==> config.mk <==
export PLATFORM = sky130hd
export DESIGN_NAME = usb_serial_line_echoer
export DESIGN_NICKNAME = d
export VERILOG_FILES = /design/src/rtl/usb_serial_line_echoer.sv
export SDC_FILE = /design/constraint.sdc
export NUM_CORES = 1
export LEC_CHECK = 0
export ABC_AREA = 1
export CORE_MARGIN = 2
export CORE_UTILIZATION = 30
export DETAILED_ROUTE_END_ITERATION = 6
export GPL_TIMING_DRIVEN = 0
export SETUP_SLACK_MARGIN = 0.4
export SLEW_MARGIN = 25
export SYNTH_ARGS = -nofsm -noshare
export SYNTH_HDL_FRONTEND = slang
export SYNTH_SLANG_ARGS = --single-unit
==> constraint.sdc <==
create_clock -name i_clk_48MHz -period 2.8 [get_ports i_clk_48MHz]
set_input_delay 0.84 -clock i_clk_48MHz [delete_from_list [all_inputs] [get_ports i_clk_48MHz]]
set_output_delay 0.84 -clock i_clk_48MHz [all_outputs]
set_load 0.05 [all_outputs]
==> src/rtl/usb_serial_line_echoer.sv <==
// usb_serial_line_echoer: case-toggling byte FIFO between usbSerial's host-to-device and device-to-host streams.
// Define USB_SERIAL_ECHO_LINE_MODE_EN to hold bytes until a CR/LF completes the line (line mode).
module usb_serial_line_echoer #(
    parameter int DEPTH = 16
) (
    input  logic                     i_clk_48MHz,
    input  logic                     i_rst_n,
    input  logic [7:0]               i_in_data,
    input  logic                     i_in_valid,
    output logic                     o_in_ready,
    output logic [7:0]               o_out_data,
    output logic                     o_out_valid,
    input  logic                     i_out_ready,
    output logic [$clog2(DEPTH):0]   o_fillLevel
);

    localparam int AW = $clog2(DEPTH);
    localparam int CW = AW + 1;
    localparam logic [CW-1:0] C_FULL    = CW'(DEPTH);
    localparam logic [CW-1:0] C_CNT_ONE = CW'(1);
    localparam logic [AW-1:0] C_PTR_ONE = AW'(1);

    logic [7:0]    r_mem [DEPTH];
    logic [AW-1:0] r_wptr;
    logic [AW-1:0] r_rptr;
    logic [CW-1:0] r_count;
    logic [CW-1:0] r_ncommit;

    logic          w_push;
    logic          w_pop;
    logic          w_is_term;
    logic [CW-1:0] w_count_next;
    logic [CW-1:0] w_ncommit_next;

    // Letters flip case; everything else (including CR/LF) passes through.
    function automatic logic [7:0] f_toggle(input logic [7:0] b);
        if ((b >= 8'h41 && b <= 8'h5A) || (b >= 8'h61 && b <= 8'h7A))
            return b ^ 8'h20;
        return b;
    endfunction

    assign o_in_ready  = (r_count != C_FULL);
    assign o_out_valid = (r_ncommit != '0);
    assign o_out_data  = o_out_valid ? r_mem[r_rptr] : 8'h00;
    assign o_fillLevel = r_count;

    assign w_push    = i_in_valid && o_in_ready;
    assign w_pop     = o_out_valid && i_out_ready;
    assign w_is_term = (i_in_data == 8'h0D) || (i_in_data == 8'h0A);

    // NOTE: every variable written here gets a default first, so no latch can be inferred.
    always_comb begin
        w_count_next = r_count;
        case ({w_push, w_pop})
            2'b10:   w_count_next = r_count + C_CNT_ONE;
            2'b01:   w_count_next = r_count - C_CNT_ONE;
            default: w_count_next = r_count;
        endcase
    end

`ifdef USB_SERIAL_ECHO_LINE_MODE_EN
    // A full buffer without a terminator is released whole, otherwise input would stall forever.
    always_comb begin
        w_ncommit_next = r_ncommit;
        if (r_count == C_FULL)
            w_ncommit_next = w_count_next;
        else if (w_push && w_is_term)
            w_ncommit_next = w_count_next;
        else if (w_pop)
            w_ncommit_next = r_ncommit - C_CNT_ONE;
    end
`else
    always_comb begin
        w_ncommit_next = r_ncommit;
        case ({w_push, w_pop})
            2'b10:   w_ncommit_next = r_ncommit + C_CNT_ONE;
            2'b01:   w_ncommit_next = r_ncommit - C_CNT_ONE;
            default: w_ncommit_next = r_ncommit;
        endcase
    end
`endif

    // NOTE: non-blocking assignments for all sequential state so every register samples pre-edge values.
    always_ff @(posedge i_clk_48MHz or negedge i_rst_n) begin
        if (!i_rst_n) begin
            r_wptr    <= '0;
            r_rptr    <= '0;
            r_count   <= '0;
            r_ncommit <= '0;
        end else begin
            if (w_push)
                r_wptr <= r_wptr + C_PTR_ONE;
            if (w_pop)
                r_rptr <= r_rptr + C_PTR_ONE;
            r_count   <= w_count_next;
            r_ncommit <= w_ncommit_next;
        end
    end

    // NOTE: the storage array is not reset; clearing count/nCommit discards its contents and output data is gated to zero.
    always_ff @(posedge i_clk_48MHz) begin
        if (w_push)
            r_mem[r_wptr] <= f_toggle(i_in_data);
    end

endmodule

==> run_results.csv, run 1 <==
group,metric,value,unit
synth,async_flop_share,12.3,%
worst_setup_path,reg2reg_from,"r_ncommit[1]",
drt,wl,16.4,mm
cts,h-tree-depth,4,
placement,place.gp.congestion,0.833,
layout,antenna_cells,0,
synth,syn_nets,623,
worst_setup_path,start_kind,"flop",
grt,grtUsageTotal,15.2,%
placement,dpl_cell_area,0.00708,sq mm
layout,multi_input_area,0.00205,sq mm
min_path,min-delay-start,"o_fillLevel[0]",
sta,post-route-period-util,103,%
drt,dr.pass1.iters,5,
sta,fin_ws,-76.8,ps
synth,avgSynthCellArea,10.7,sq um
worst_setup_path,cp_top_family,"buffers and inverters",
worst_setup_path,worstPathMaxFanout,9,
sta,rsz0062_at_grt,"true",
sta,setup_viol,8,
layout,drive_gt1_share,21.0,%
worst_setup_path,reg2regPathDepth,16,
worst_setup_path,r2r_end,"r_ncommit[4]",
drt,detail-route-antenna-nets,0,
placement,hpwl,10.7,mm
layout,nFillCells,2033,
die,die_x,150,um
cts,clockBufferDepth,2,
synth,yosysSeqAreaShare,67.0,%
grt,grt_first_pass_wirelength,24.7,mm
min_path,min_path_type,"reg -> reg",
pwr,ir_worst_vdd,0.481,mV
run,maxCapViolCount,0,
drt,post_drt_via_cell_ratio,4.75,
drt,drc_errors,0,
die,die_h,150,um
pwr,cellPowerDensity,1190,mW/mm^2
placement,portBuffers,26,
pwr,p_leak,3.15,nW
synth,ys_ff_latch,146,
sta,hold_viol_final,0,
die,fp-row-count,53,
grt,grt_antenna_before_repair,0,
worst_setup_path,crit_slowest_cell,"dfrtp_1",
cts,clk_root_buffer_cell,"clkbuf_16",
layout,final_area,0.00805,sq mm
worst_setup_path,arrival,2040,ps
cts,cts_made_buffers,17,
cts,clkTransAtPathRegs,60,ps
synth,syn-cell-area,0.00641,sq mm
layout,area_growth,25.5,%
sta,maxSlewViolCount,0,
drt,vias,4489,
cts,ctsHoldBuffers,0,
worst_setup_path,path_buf_inv,4,
worst_setup_path,cp.required,1960,ps
die,ios,27,
outcome,status,"finished with violations",
die,core-area,0.0210,sq mm
sta,holdWs,522,ps
grt,grt_pass1_vias,4220,
worst_setup_path,path_cells,"inv_2, buf_12, buf_12, nand2_1, nand3_1, nand3_2, nand2_2, nand2_2, a21oi_4, buf_6",
worst_setup_path,crit_type,"reg -> out",
sta,fin_crit,2880,ps
pwr,finalPower,9.61,mW
worst_setup_path,slowest_delay,420,ps
drt,drtIter0Drc,427,
die,die-area,0.0226,sq mm
synth,synth_edf_count,128,
sta,maxSlewHeadroom,41.2,%
die,start_util,30.5,%
synth,yosysUniqueCellTypes,21,
layout,regArea,0.00430,sq mm
synth,ys_warn_count,0,
worst_setup_path,reg2reg_slack,590,ps
outcome,violations,"negative setup slack",
drt,wl_per_cell,17.3,um
grt,grt_max_degree,19,
sta,fmax,348,MHz
cts,cts_tree,"built",
synth,yosys_most_used_dff,"edfxtp_1",
layout,finalNetCount,680,
synth,synth_cells,601,
cts,numClockSinks,146,
worst_setup_path,endpoint_kind,"primary output",
min_path,hold_path_end,"o_fillLevel[0]",
grt,overflow,0,
min_path,holdPathStages,1,
cts,clk_latency,420,ps
sta,worstMarginPinSlew,880,ps
layout,fin_util,38.3,%
sta,fin_skew,6.36,ps
stage by stage:
stage               setup TNS, ps  instances  setup slack, ps
floorplan                       0        601              432
global placement           -18280        902             -846
detailed placement         -13200        902             -473
CTS                          -427        942            -75.1
global route                -1140        946             -161
finish                       -401        946            -76.8
routing by layer:
metal  up-vias  wire length [um]  GRT usage (%)
met1      2175              7070           20.0
met3        24               930           2.79
met2       130              8010           24.4
li1       2160                 -              -
met4         0               398           6.56
met5         -                 0              0
repair_timing:
action | 4_1_cts | 5_1_grt
setup buffers | 8 | 4
resized for setup | 120 | 36
setup endpoints to repair | 59 | 77
gates cloned | 0 | 0
pin swaps | 3 | 3
how the worst max path moves through the flow:
stage                     slack, ps  cells after the start            end    startpoint
after floorplan                 430                      9  o_out_data[1]     r_rptr[0]
after global placement         -850                      6    r_mem[9][5]  i_in_data[3]
after detailed placement       -470                      6   r_mem[10][5]  i_in_data[3]
after CTS                       -80                     11  o_out_data[2]     r_rptr[0]
after global routing           -160                     10  o_out_data[3]     r_rptr[0]
final                           -80                     10  o_out_data[5]     r_rptr[0]
area by class of cell:
cell class                 count  share of cell area, %
sequential                   146                   53.4
multi-input combinational    400                   25.4
clock buffer                  19                   5.38
timing repair buffer          38                   4.52
tap                          275                   4.28
buffer                        27                   3.62
clock inverter                13                   2.01
inverter                      28                   1.34
power by group:
group | switching (mW) | internal [mW]
Clock | 0.896 | 1.40
Combinational | 2.87 | 1.57
Sequential | 0.178 | 2.69
worst reg2reg max path, stage by stage, from the launching register on:
cell and delay (ps):
dfrtp_1 440, nor2_1 160, nand3_2 100, nand2_1 130
inv_2 70, ha_2 190, buf_6 130, xor2_2 180
ha_1 200, inv_1 70, nand2_1 80, nand3_1 110
nand2_1 60, nand2_1 50, nand2_1 40, nand2_1 50
nand2_1 50
cell families (layout without fill, tap and decap cells):
| logic type | after synthesis | count (layout) | synth area share, % |
|---|---|---|---|
| fa+ha+maj | 10 | 10 | 1.95 |
| compound gates | 23 | 23 | 1.91 |
| xor+xnor | 13 | 13 | 1.78 |
| buf+inv | 55 | 125 | 4.49 |
| simple gates | 354 | 354 | 22.9 |
| flops | 146 | 146 | 67.0 |
cell usage in the layout (no fill, tap or decap), drive strengths merged, types with 18 or more instances in the layout:
| cell | Yosys | routed |
|---|---|---|
| edfxtp | 128 | 128 |
| inv | 28 | 29 |
| buf | 24 | 44 |
| nand3 | 111 | 111 |
| nor2 | 24 | 24 |
| dfrtp | 18 | 18 |
| clkbuf | 3 | 26 |
| nand2 | 218 | 218 |
sequential cells by signal, indices dropped and copies added, names as in the netlist:
| signal | flops |
|---|---|
| r_ncommit | 5 |
| r_rptr | 4 |
| o_fillLevel | 5 |
| r_mem | 128 |
| r_wptr | 4 |
synth_stat cells, types with 2 or more instances:
master	number	area, sq um
o21ai_1	6	30.0
nand2_1	218	818
ha_1	10	125
clkbuf_1	3	11.3
buf_2	11	55.1
dfrtp_1	18	450
inv_2	9	33.8
xor2_1	10	87.6
nor2_1	24	90.1
nand3_1	111	556
inv_1	19	71.3
a21boi_1	2	15.0
buf_6	6	67.6
a21oi_1	10	50.1
edfxtp_1	128	3840
o21ai_0	4	20.0
buf_4	6	45.0
xnor2_1	3	26.3
Note: power is estimated with default switching activity, not from simulation.
==> run 2: changes to the inputs <==
CORE_UTILIZATION = 60   (was 30)
PLACE_DENSITY = 0.79   (was not set)
==> run_results.csv, run 2 (synthesized netlist as in run 1, its figures left out) <==
group,metric,value,unit
sta,fin_skew,7.75,ps
placement,place_inst,763,
layout,fin_util,78.2,%
sta,fin_ws,-227,ps
drt,post_drt_via_cell_ratio,6.02,
die,fp-row-count,37,
drt,maxUsedRoutingLayer,"met4",
worst_setup_path,path_cells,"inv_4, clkbuf_16, clkbuf_16, nand2_1, nand3_1, nand3_1, nand2_1, nand2_1, a21oi_2, buf_6",
worst_setup_path,cp_top_family,"buffers and inverters",
sta,hold_viol_final,0,
drt,wl,17.3,mm
drt,dr.pass1.iters,7,
grt,grtUsageTotal,29.1,%
cts,clkTransAtPathRegs,60,ps
pwr,finalPower,10.0,mW
drt,wl_per_cell,21.4,um
pwr,cellPowerDensity,1240,mW/mm^2
worst_setup_path,reg2regPathDepth,16,
pwr,ir_worst_vdd,0.867,mV
placement,hpwl,9.79,mm
sta,post-route-period-util,108,%
sta,maxSlewViolCount,0,
drt,wl_met3,1.98,mm
die,ios,27,
sta,setup_viol,8,
worst_setup_path,r2r_end,"o_fillLevel[4]",
drt,detail-route-antenna-nets,0,
drt,vias,4873,
outcome,violations,"negative setup slack",
grt,grt_first_pass_wirelength,24.3,mm
layout,final_area,0.00811,sq mm
layout,nFillCells,612,
sta,worstMarginPinSlew,919,ps
grt,grt_max_degree,19,
placement,portBuffers,26,
worst_setup_path,reg2reg_from,"r_ncommit[1]",
worst_setup_path,start_kind,"flop",
layout,drive_gt1_share,24.2,%
grt,grt_pass1_vias,4616,
worst_setup_path,reg2reg_slack,500,ps
drt,drtIter0Drc,559,
worst_setup_path,worstPathMaxFanout,5,
worst_setup_path,path_buf_inv,4,
placement,place.gp.congestion,0.949,
pwr,p_leak,3.26,nW
cts,ctsHoldBuffers,0,
die,core-area,0.0104,sq mm
layout,area_growth,26.4,%
drt,wl_met2,8.19,mm
worst_setup_path,crit_type,"reg -> out",
sta,fmax,330,MHz
worst_setup_path,slowest_delay,440,ps
worst_setup_path,arrival,2190,ps
layout,mostFrequentLayoutCell,"nand2_1",
die,start_util,61.8,%
layout,largest_reg_flops,128,
drt,drc_errors,0,
cts,clockBufferDepth,2,
worst_setup_path,crit_slowest_cell,"dfrtp_1",
worst_setup_path,cp-endpoint,"o_out_data[4]",
die,die_h,107,um
worst_setup_path,critPathMostFrequentCell,"nand2_1",
die,die-area,0.0115,sq mm
cts,cts_made_buffers,17,
grt,overflow,0,
cts,cts_tree,"built",
sta,fin_crit,3030,ps
cts,clk_latency,520,ps
worst_setup_path,cp-startpoint,"r_rptr[0]",
layout,antenna_cells,0,
layout,final_cell_mix,"nand2_1 (203), edfxtp_1 (128), nand3_1 (71)",
sta,maxSlewHeadroom,38.5,%
cts,clk_root_buffer_cell,"clkbuf_8",
die,die_x,107,um
outcome,status,"finished with violations",
sta,rsz0062_at_grt,"true",
worst_setup_path,cp.required,1960,ps
layout,finalNetCount,682,
cts,numClockSinks,146,
layout,regMostFlops,"r_mem",
worst_setup_path,path_depth,10,
run,maxCapViolCount,0,
worst_setup_path,endpoint_kind,"primary output",
cts,h-tree-depth,4,
drt,wl_met1,6.48,mm
min_path,min_path_type,"reg -> reg",
grt,grt_antenna_before_repair,0,
layout,fin_cells,809,
placement,dpl_cell_area,0.00691,sq mm
[run 2: worst min path at each step]
stage	startpoint	endpoint	slack, ps	cells past startpoint
after global routing	r_ncommit[0]	r_ncommit[0]	550	1
after global placement	r_ncommit[4]	r_ncommit[4]	500	2
final	o_fillLevel[0]	o_fillLevel[0]	520	1
after detailed placement	r_ncommit[4]	r_ncommit[4]	510	2
after floorplan	r_ncommit[4]	r_ncommit[4]	490	2
after CTS	r_ncommit[4]	r_ncommit[4]	520	2
[run 2: layout make-up]
cell class / count / area (sq um) / share of cell area, %
flip-flops and latches: 146 / 4300 / 53.0
multi-input cells: 400 / 2150 / 26.5
repair buffers: 40 / 477 / 5.88
clock buffers: 18 / 418 / 5.16
plain buffers: 27 / 277 / 3.41
clock inverters: 14 / 204 / 2.52
well taps: 136 / 170 / 2.10
inverters: 28 / 110 / 1.36
[run 2: repair_timing]
action / in CTS / in global routing
cloned: 0 / 7
resized for setup: 104 / 67
buffers inserted: 4 / 3
pin swaps: 4 / 25
endpoints found under the setup margin: 34 / 43
[run 2: power breakdown]
part	switching [mW]	internal (mW)	total (mW)
sequential	0.189	2.70	2.88
clock	0.915	1.46	2.38
combinational	3.05	1.74	4.79
[run 2: per-layer routing]
metal  global-route usage, %  vias up
li1                        -     2165
met1                    39.2     2309
met2                    45.7      344
met3                    6.48       55
met4                    13.6        0
met5                       0        -
[run 2: per-stage QoR]
stage	TNS, ps	hold slack, ps	setup WS, ps
after floorplan	0	488	432
after detailed placement	-10370	505	-448
after CTS	-907	522	-140
final	-1540	522	-227
after global routing	-1830	553	-250
after global placement	-14130	505	-723
